===== config.mk =====
export PLATFORM = sky130hd
export DESIGN_NAME = aim_sweep_ctrl
export DESIGN_NICKNAME = d
export VERILOG_FILES = /design/src/rtl/aim_sweep_ctrl.sv
export SDC_FILE = /design/constraint.sdc
export NUM_CORES = 1
export LEC_CHECK = 0
export ABC_AREA = 1
export ABC_CLOCK_PERIOD_IN_PS = 1200
export CORE_MARGIN = 2
export CORE_UTILIZATION = 40
export DETAILED_ROUTE_END_ITERATION = 8
export SYNTH_ARGS = -nofsm -noshare
export SYNTH_HDL_FRONTEND = slang
export SYNTH_SLANG_ARGS = --single-unit

===== constraint.sdc =====
create_clock -name clk -period 1.2 [get_ports clk]
set_input_delay 0.24 -clock clk [delete_from_list [all_inputs] [get_ports clk]]
set_output_delay 0.24 -clock clk [all_outputs]
set_load 0.01 [all_outputs]

===== src/rtl/aim_sweep_ctrl.sv =====
// aim_sweep_ctrl: aiming sweep controller for the ball launcher.
// The aim position ping-pongs across positions 0..6, moving one step every
// FRAMES_PER_STEP frames. A fire request captures the position and issues a
// one-cycle launch command, then the controller waits out the ball flight.
// Optional build macro AIM_SWEEP_BLINK_EN: the trajectory line blinks while
// sweeping (8 frames on, 8 frames off) instead of staying on.
//
// state    | meaning
// ---------+-----------------------------------------------------------
// IDLE     | aim centred, line off, waiting for aim_req
// SWEEP    | aim position sweeping, line drawn, waiting for fire/release
// FIRE     | one-cycle launch command with captured aim position
// WAIT_ACK | waiting for the ball mover to report launch_busy
// FLIGHT   | ball in flight, aim frozen, waiting for launch_busy to drop
module aim_sweep_ctrl #(
  parameter int unsigned FRAMES_PER_STEP = 8,
  parameter int unsigned CENTER_POS      = 3
) (
  input  logic       clk,
  input  logic       reset,
  input  logic       startOfFrame,
  input  logic       aim_req,
  input  logic       fire_req,
  input  logic       launch_busy,
  output logic [3:0] circular_ps,
  output logic       line_en,
  output logic       launch_pulse,
  output logic [3:0] launch_index,
  output logic [2:0] ctrl_state
);

  typedef enum logic [2:0] {
    S_IDLE     = 3'd0,
    S_SWEEP    = 3'd1,
    S_FIRE     = 3'd2,
    S_WAIT_ACK = 3'd3,
    S_FLIGHT   = 3'd4
  } state_t;

  localparam logic [5:0] FRAME_LAST = 6'(FRAMES_PER_STEP - 1);
  localparam logic [3:0] CENTER     = 4'(CENTER_POS);
  localparam logic [3:0] POS_MAX    = 4'd6;

  state_t     state;
  logic [5:0] frame_cnt;
  logic       dir_up;

`ifdef AIM_SWEEP_BLINK_EN
  logic [3:0] blink_cnt;
  logic [3:0] blink_inc;

  // Blink count after this frame's increment, so line_en tracks blink_cnt.
  assign blink_inc = blink_cnt + 4'd1;
`endif

  assign ctrl_state = state;

  // Sweep FSM with all outputs registered alongside the state.
  always_ff @(posedge clk) begin
    if (reset) begin
      state        <= S_IDLE;
      circular_ps  <= CENTER;
      launch_index <= CENTER;
      line_en      <= 1'b0;
      launch_pulse <= 1'b0;
      frame_cnt    <= '0;
      dir_up       <= 1'b1;
`ifdef AIM_SWEEP_BLINK_EN
      blink_cnt    <= '0;
`endif
    end else begin
      launch_pulse <= 1'b0;
      case (state)
        S_IDLE: begin
          circular_ps <= CENTER;
          frame_cnt   <= '0;
          dir_up      <= 1'b1;
          line_en     <= 1'b0;
          if (aim_req) begin
            state   <= S_SWEEP;
            line_en <= 1'b1;
`ifdef AIM_SWEEP_BLINK_EN
            blink_cnt <= '0;
`endif
          end
        end

        S_SWEEP: begin
          if (fire_req) begin
            // Fire beats a pending step and a released aim on the same cycle.
            state        <= S_FIRE;
            launch_pulse <= 1'b1;
            launch_index <= circular_ps;
            line_en      <= 1'b0;
          end else if (!aim_req) begin
            state       <= S_IDLE;
            circular_ps <= CENTER;
            frame_cnt   <= '0;
            dir_up      <= 1'b1;
            line_en     <= 1'b0;
          end else begin
            if (startOfFrame) begin
              if (frame_cnt == FRAME_LAST) begin
                frame_cnt <= '0;
                if (dir_up) begin
                  if (circular_ps >= POS_MAX) begin
                    circular_ps <= POS_MAX - 4'd1;
                    dir_up      <= 1'b0;
                  end else begin
                    circular_ps <= circular_ps + 4'd1;
                  end
                end else begin
                  if (circular_ps == 4'd0) begin
                    circular_ps <= 4'd1;
                    dir_up      <= 1'b1;
                  end else begin
                    circular_ps <= circular_ps - 4'd1;
                  end
                end
              end else begin
                frame_cnt <= frame_cnt + 6'd1;
              end
            end
`ifdef AIM_SWEEP_BLINK_EN
            if (startOfFrame) begin
              blink_cnt <= blink_inc;
              line_en   <= ~blink_inc[3];
            end else begin
              line_en   <= ~blink_cnt[3];
            end
`else
            line_en <= 1'b1;
`endif
          end
        end

        S_FIRE: begin
          line_en <= 1'b0;
          state   <= S_WAIT_ACK;
        end

        S_WAIT_ACK: begin
          line_en <= 1'b0;
          if (launch_busy) begin
            state <= S_FLIGHT;
          end
        end

        S_FLIGHT: begin
          line_en <= 1'b0;
          if (!launch_busy) begin
            state       <= S_IDLE;
            circular_ps <= CENTER;
            frame_cnt   <= '0;
            dir_up      <= 1'b1;
          end
        end

        default: begin
          state       <= S_IDLE;
          circular_ps <= CENTER;
          frame_cnt   <= '0;
          dir_up      <= 1'b1;
          line_en     <= 1'b0;
        end
      endcase
    end
  end

endmodule

After elaboration in Yosys (flattened, before gate mapping):

Index checks and enable logic that the tools add are counted.

* bits in registers: 20
* bits of input ports: 6
* output and inout port bits: 13

* $add $sub $neg: 3
* $lt $le $gt $ge: 1
* equal/unequal tests: 12
* mux-type cells: 34
* bitwise gates (word level): 2
* reductions and logical operators: 8

Operators with widths (count)
* two-way mux 4 bit: 8
* two-way mux 6 bit: 5
* case mux 6 bit (3 select lines): 1
* two-way mux 3 bit: 5
* case mux 3 bit (5 select lines): 1
* case mux 4 bit (3 select lines): 1
* two-way mux 1 bit: 11
* inequality test 3 bit, second input constant: 3
* inequality test 2 bit, second input constant: 4
* AND reduction 4 bit: 2
* adder 6 x 1 -> 6 bit, second input constant: 1
* == test 3 x 2 -> 1 bit, second input constant: 2
* == test 6 x 3 -> 1 bit, second input constant: 1
* AND reduction 5 bit: 1
* adder 4 x 1 -> 4 bit, second input constant: 1
* greater-or-equal comparator 4 x 3 -> 1 bit, second input constant: 1
* logical NOT 4 bit: 1
* OR reduction 2 bit: 2
* subtractor 4 x 1 -> 4 bit, second input constant: 1
* == test 3 x 1 -> 1 bit, second input constant: 1
* == test 3 bit, second input constant: 1
* logical NOT 3 bit: 1
* case mux 1 bit (3 select lines): 1
* inverter 1 bit: 2
* other kinds (2): 2

Longest topological paths before layout:

* depth after elaboration: 8
* mapped depth: 10
* gate-level depth less buffers: 10

Worst setup path before layout:

Ideal clock, no wire load.

* path type: register to register
* start point: reg circular_ps[0]
* end point: reg circular_ps[2]
* library setup time: 0.109 ns
* arrival: 1.269 ns
* data required time: 1.091 ns
* slack: -0.178 ns
* cell stages (with the launch flop): 10
* path buffers: 0
* period minus slack after synthesis: 1.378 ns
* path through: dfxtp_1 inv_1 ha_1 or2_2 nand2_1 inv_1 nand3_1 nand2_1 nand2_1 inv_1

* word-level cells in the longest chain between the ends: 8
* elaborated cells on any way between the ends: 12

RTL lines
* from (decl): RTL line 25 `output logic [3:0] circular_ps,`
* from (signal assigned): RTL line 107 `circular_ps <= POS_MAX - 4'd1;`
* from (signal assigned): RTL line 110 `circular_ps <= circular_ps + 4'd1;`
* from (signal assigned): RTL line 117 `circular_ps <= circular_ps - 4'd1;`
* subtractor 4 x 1 -> 4 bit (tied with other cells): RTL line 117
* two-way mux 4 bit (on tied branches): RTL line 113, 106
* two-way mux 4 bit *: RTL line 105 `if (dir_up) begin`
* two-way mux 4 bit *: RTL line 103 `if (frame_cnt == FRAME_LAST) begin`
* two-way mux 4 bit *: RTL line 102 `if (startOfFrame) begin`
* two-way mux 4 bit *: RTL line 95 `end else if (!aim_req) begin`
* two-way mux 4 bit *: RTL line 89 `if (fire_req) begin`
* case mux 4 bit (3 select lines) *: RTL line 73 `case (state)`

Mark *: on every way between the ends. The rest lies on a longest branch, timed or not. The select of a mux whose other input is x is not followed.
A chain may end at the register's enable or synchronous reset.

Worst setup path after layout:

* start point: reg frame_cnt[1]
* end point: reg frame_cnt[2]

* word-level cells in the longest chain between the ends: 6
* elaborated cells on any way between the ends: 7

RTL lines
* from (decl): RTL line 45 `logic [5:0] frame_cnt;`
* from (signal assigned): RTL line 121 `frame_cnt <= frame_cnt + 6'd1;`
* adder 6 x 1 -> 6 bit / == test 6 x 3 -> 1 bit (equally long branches): RTL line 121, 103
* two-way mux 6 bit *: RTL line 103
* two-way mux 6 bit *: RTL line 102
* two-way mux 6 bit *: RTL line 95
* two-way mux 6 bit *: RTL line 89
* case mux 6 bit (3 select lines) *: RTL line 73

Marks and branches as above.

==> impl_metrics.tcl <==
set metrics [dict create \
    vias 1287 \
    rrSetupSlack_ns -0.09 \
    cp-endpoint "frame_cnt[2]$_SDFFE_PP0P_" \
    cp_cell_sequence "ha_4, buf_4, buf_4, nor2_1, nor4_1, nand2_1, a21oi_1" \
    place_hpwl_um 2440 \
    critPathRequiredTime_ns 1.44 \
    dieArea_um2 3550 \
    syn_area_per_cell_um2 6.91 \
    start_util 0.412 \
    cts_buffer_depth 2 \
    slowest_delay_ns 0.37 \
    slew_viol_final 0 \
    slowest_stage "dfxtp_2" \
    fin_crit_sh 1.08 \
    core_area_um2 3000 \
    holdPathStages 2 \
    cpMostUsedCell "buf_4" \
    grt_pass1_wl_um 5450 \
    startpoint_type "flop" \
    grt_overflow_total 0 \
    crit_start "frame_cnt[1]$_SDFFE_PP0P_" \
    max_freq_mhz 773 \
    antenna_found_initial 0 \
    met1_usage 0.248 \
    antennaDiodeCount 0 \
    rsz0062_at_grt "true" \
    synth-simple-area-share 0.443 \
    hold-worst-slack_ns 0.480 \
    drc 0 \
    clock_latency_ns 0.30 \
    synth_top_family_by_area "simple AND/OR/NAND/NOR gates" \
    r2r_end "frame_cnt[2]$_SDFFE_PP0P_" \
    cts_buffers 3 \
    hold_viol 0 \
    slew_headroom 0.841 \
    cp-end-kind "flop" \
    final_common_cell "nand2_1" \
    crit_arrival_ns 1.53 \
    setup-tns-final_ns -0.612 \
    drtIter0Drc 51 \
    rows 20 \
    outcome "finished with violations" \
    max-cap-violations 0 \
    nets 246 \
    yosys.area_share.adder 0.0506 \
    grt.total_usage 0.202 \
    fin_crit_ns 1.29 \
    final_cell_mix "nand2_1 (43), buf_4 (32), inv_1 (23), nand3_1 (16), nor2_1 (13)" \
    seq_area_frac_synth 0.324 \
    power_mw 2.68 \
    ys_ff_latch 20 \
    tritoncts "yes" \
    syn-num-nets 190 \
    nFillCells 277 \
    yosysUniqueCellTypes 23 \
    violations "setup timing" \
    die_y_um 59.6 \
    syn2layout_area_growth_pct 47.6 \
    viasPerCell 4.82 \
    total_leakage_power_nw 0.938 \
    final_cell_area_um2 1820 \
    fin_skew_ns 0.0121 \
    synthXorXnorAreaFrac 0 \
    worstSetupPathType "flop to flop" \
    met2_usage 0.353 \
    synth_compound_area_frac 0.0881 \
    powerDensity_nw_per_um2 1470 \
    cts.sinks 20 \
    met3_usage 0.0284 \
    tightestPinTransition_ns 0.236 \
    gp_congestion 0.837 \
    port_buffers 18 \
    synth_warnings 0 \
    busiest_layer "met2" \
    muxShareOfSynthArea 0 \
    hp-class "flop to flop" \
    setup_viol 13 \
    grt_pass1_vias 1301 \
    crit_fanout 2 \
    setup_slack_ns -0.0932 \
    firstDrtPassIters 4 \
    peakVddDrop_uv 734 \
    antenna_left 0 \
    die_w_um 59.6 \
    htree_levels 1 \
    clk_pin_slew_worst_paths_ns 0.12 \
    rr_startpoint "frame_cnt[1]$_SDFFE_PP0P_" \
    worstRegToRegCells 7 \
    wl_per_cell_um 12.0 \
    synthCells 179 \
    cts_root_buf "clkbuf_4" \
    layout-drive-gt1-share 0.376 \
    place_area_um2 1690 \
    wl_um 3200 \
    synthesis.area_um2 1240 \
    grt_max_degree 16 \
    ioPinCount 19 \
]
[worst max-delay path, delay by kind of cell, from the launching register on]
family / cells / cell delay [ns]
and+or+nand+nor: 3 / 0.38
DFF: 1 / 0.37
adders and majority gates: 1 / 0.15
AOI/OAI and AO/OA: 1 / 0.14
buffers and inverters: 2 / 0.19
[power by group]
part	total, mW	internal, mW	switching (mW)
sequential	0.901	0.787	0.114
combinational	1.38	0.631	0.751
clock	0.393	0.185	0.209
total	2.68	1.60	1.07
[synth_stat cells]
master     instances  share of area
a21oi_1            6          0.024
clkbuf_1           1         0.0030
dfxtp_1           20           0.32
ha_1               5          0.051
inv_1             27          0.082
inv_2              3         0.0091
nand2_1           45           0.14
nand2_2            3          0.015
nand2_4            3          0.027
nand3_1           20          0.081
nand3_4            2          0.028
nand4_1            4          0.020
nor2_1            15          0.046
nor2_2             5          0.025
nor2_4             1         0.0091
nor2_8             2          0.032
nor3_1             3          0.012
nor4_1             1         0.0051
o2111ai_1          1         0.0071
o211ai_1           4          0.024
o21a_1             2          0.012
o21ai_0            5          0.020
or2_2              1         0.0051
[timing repair]
action,4_1_cts,5_1_grt
hold buffers,0,0
buffers inserted,6,1
pin swaps,10,6
resized for setup,38,13
setup endpoints to repair,27,22
[kinds of logic after synthesis]
kind of cell               after synthesis
and+or+nand+nor                        105
buffers and inverters                   31
DFF                                     20
AOI/OAI and AO/OA                       18
adders and majority gates                5
[how the worst min path moves through the flow]
stage	startpoint	endpoint	slack, ns
after floorplan	reset	frame_cnt[2]$_SDFFE_PP0P_	0.31
after global placement	launch_index[1]$_SDFFE_PP1P_	launch_index[1]$_SDFFE_PP1P_	0.46
after detailed placement	launch_index[1]$_SDFFE_PP1P_	launch_index[1]$_SDFFE_PP1P_	0.46
after CTS	launch_index[1]$_SDFFE_PP1P_	launch_index[1]$_SDFFE_PP1P_	0.49
after global routing	launch_index[1]$_SDFFE_PP1P_	launch_index[1]$_SDFFE_PP1P_	0.53
final	launch_index[1]$_SDFFE_PP1P_	launch_index[1]$_SDFFE_PP1P_	0.48
[per-stage QoR]
stage / utilization / cells / worst slack, ns
after floorplan: - / 179 / -0.0224
after global placement: 0.563 / 256 / -0.369
after detailed placement: 0.563 / 256 / -0.431
after CTS: 0.603 / 266 / -0.102
after global routing: 0.608 / 267 / -0.188
final: 0.608 / 267 / -0.0932
[final cells by class]
type | count | area [um2] | area share
repair buffers | 52 | 418 | 0.229
well taps | 33 | 41.3 | 0.0226
multi-input cells | 128 | 788 | 0.432
clock buffers | 4 | 36.3 | 0.0199
inverters | 30 | 118 | 0.0645
flip-flops and latches | 20 | 423 | 0.232
[sequential cells by signal, summed over array words and instances, names as in the netlist]
signal,flops
circular_ps,4
ctrl_state,3
dir_up,1
frame_cnt,6
launch_index,4
launch_pulse,1
line_en,1
[routing by layer]
metal  vias up  wire, um
met5         -         0
li1        685         -
met4         0        34
met1       583      1440
met3         4        87
met2        15      1640
Note: power is estimated with default switching activity, not from simulation.
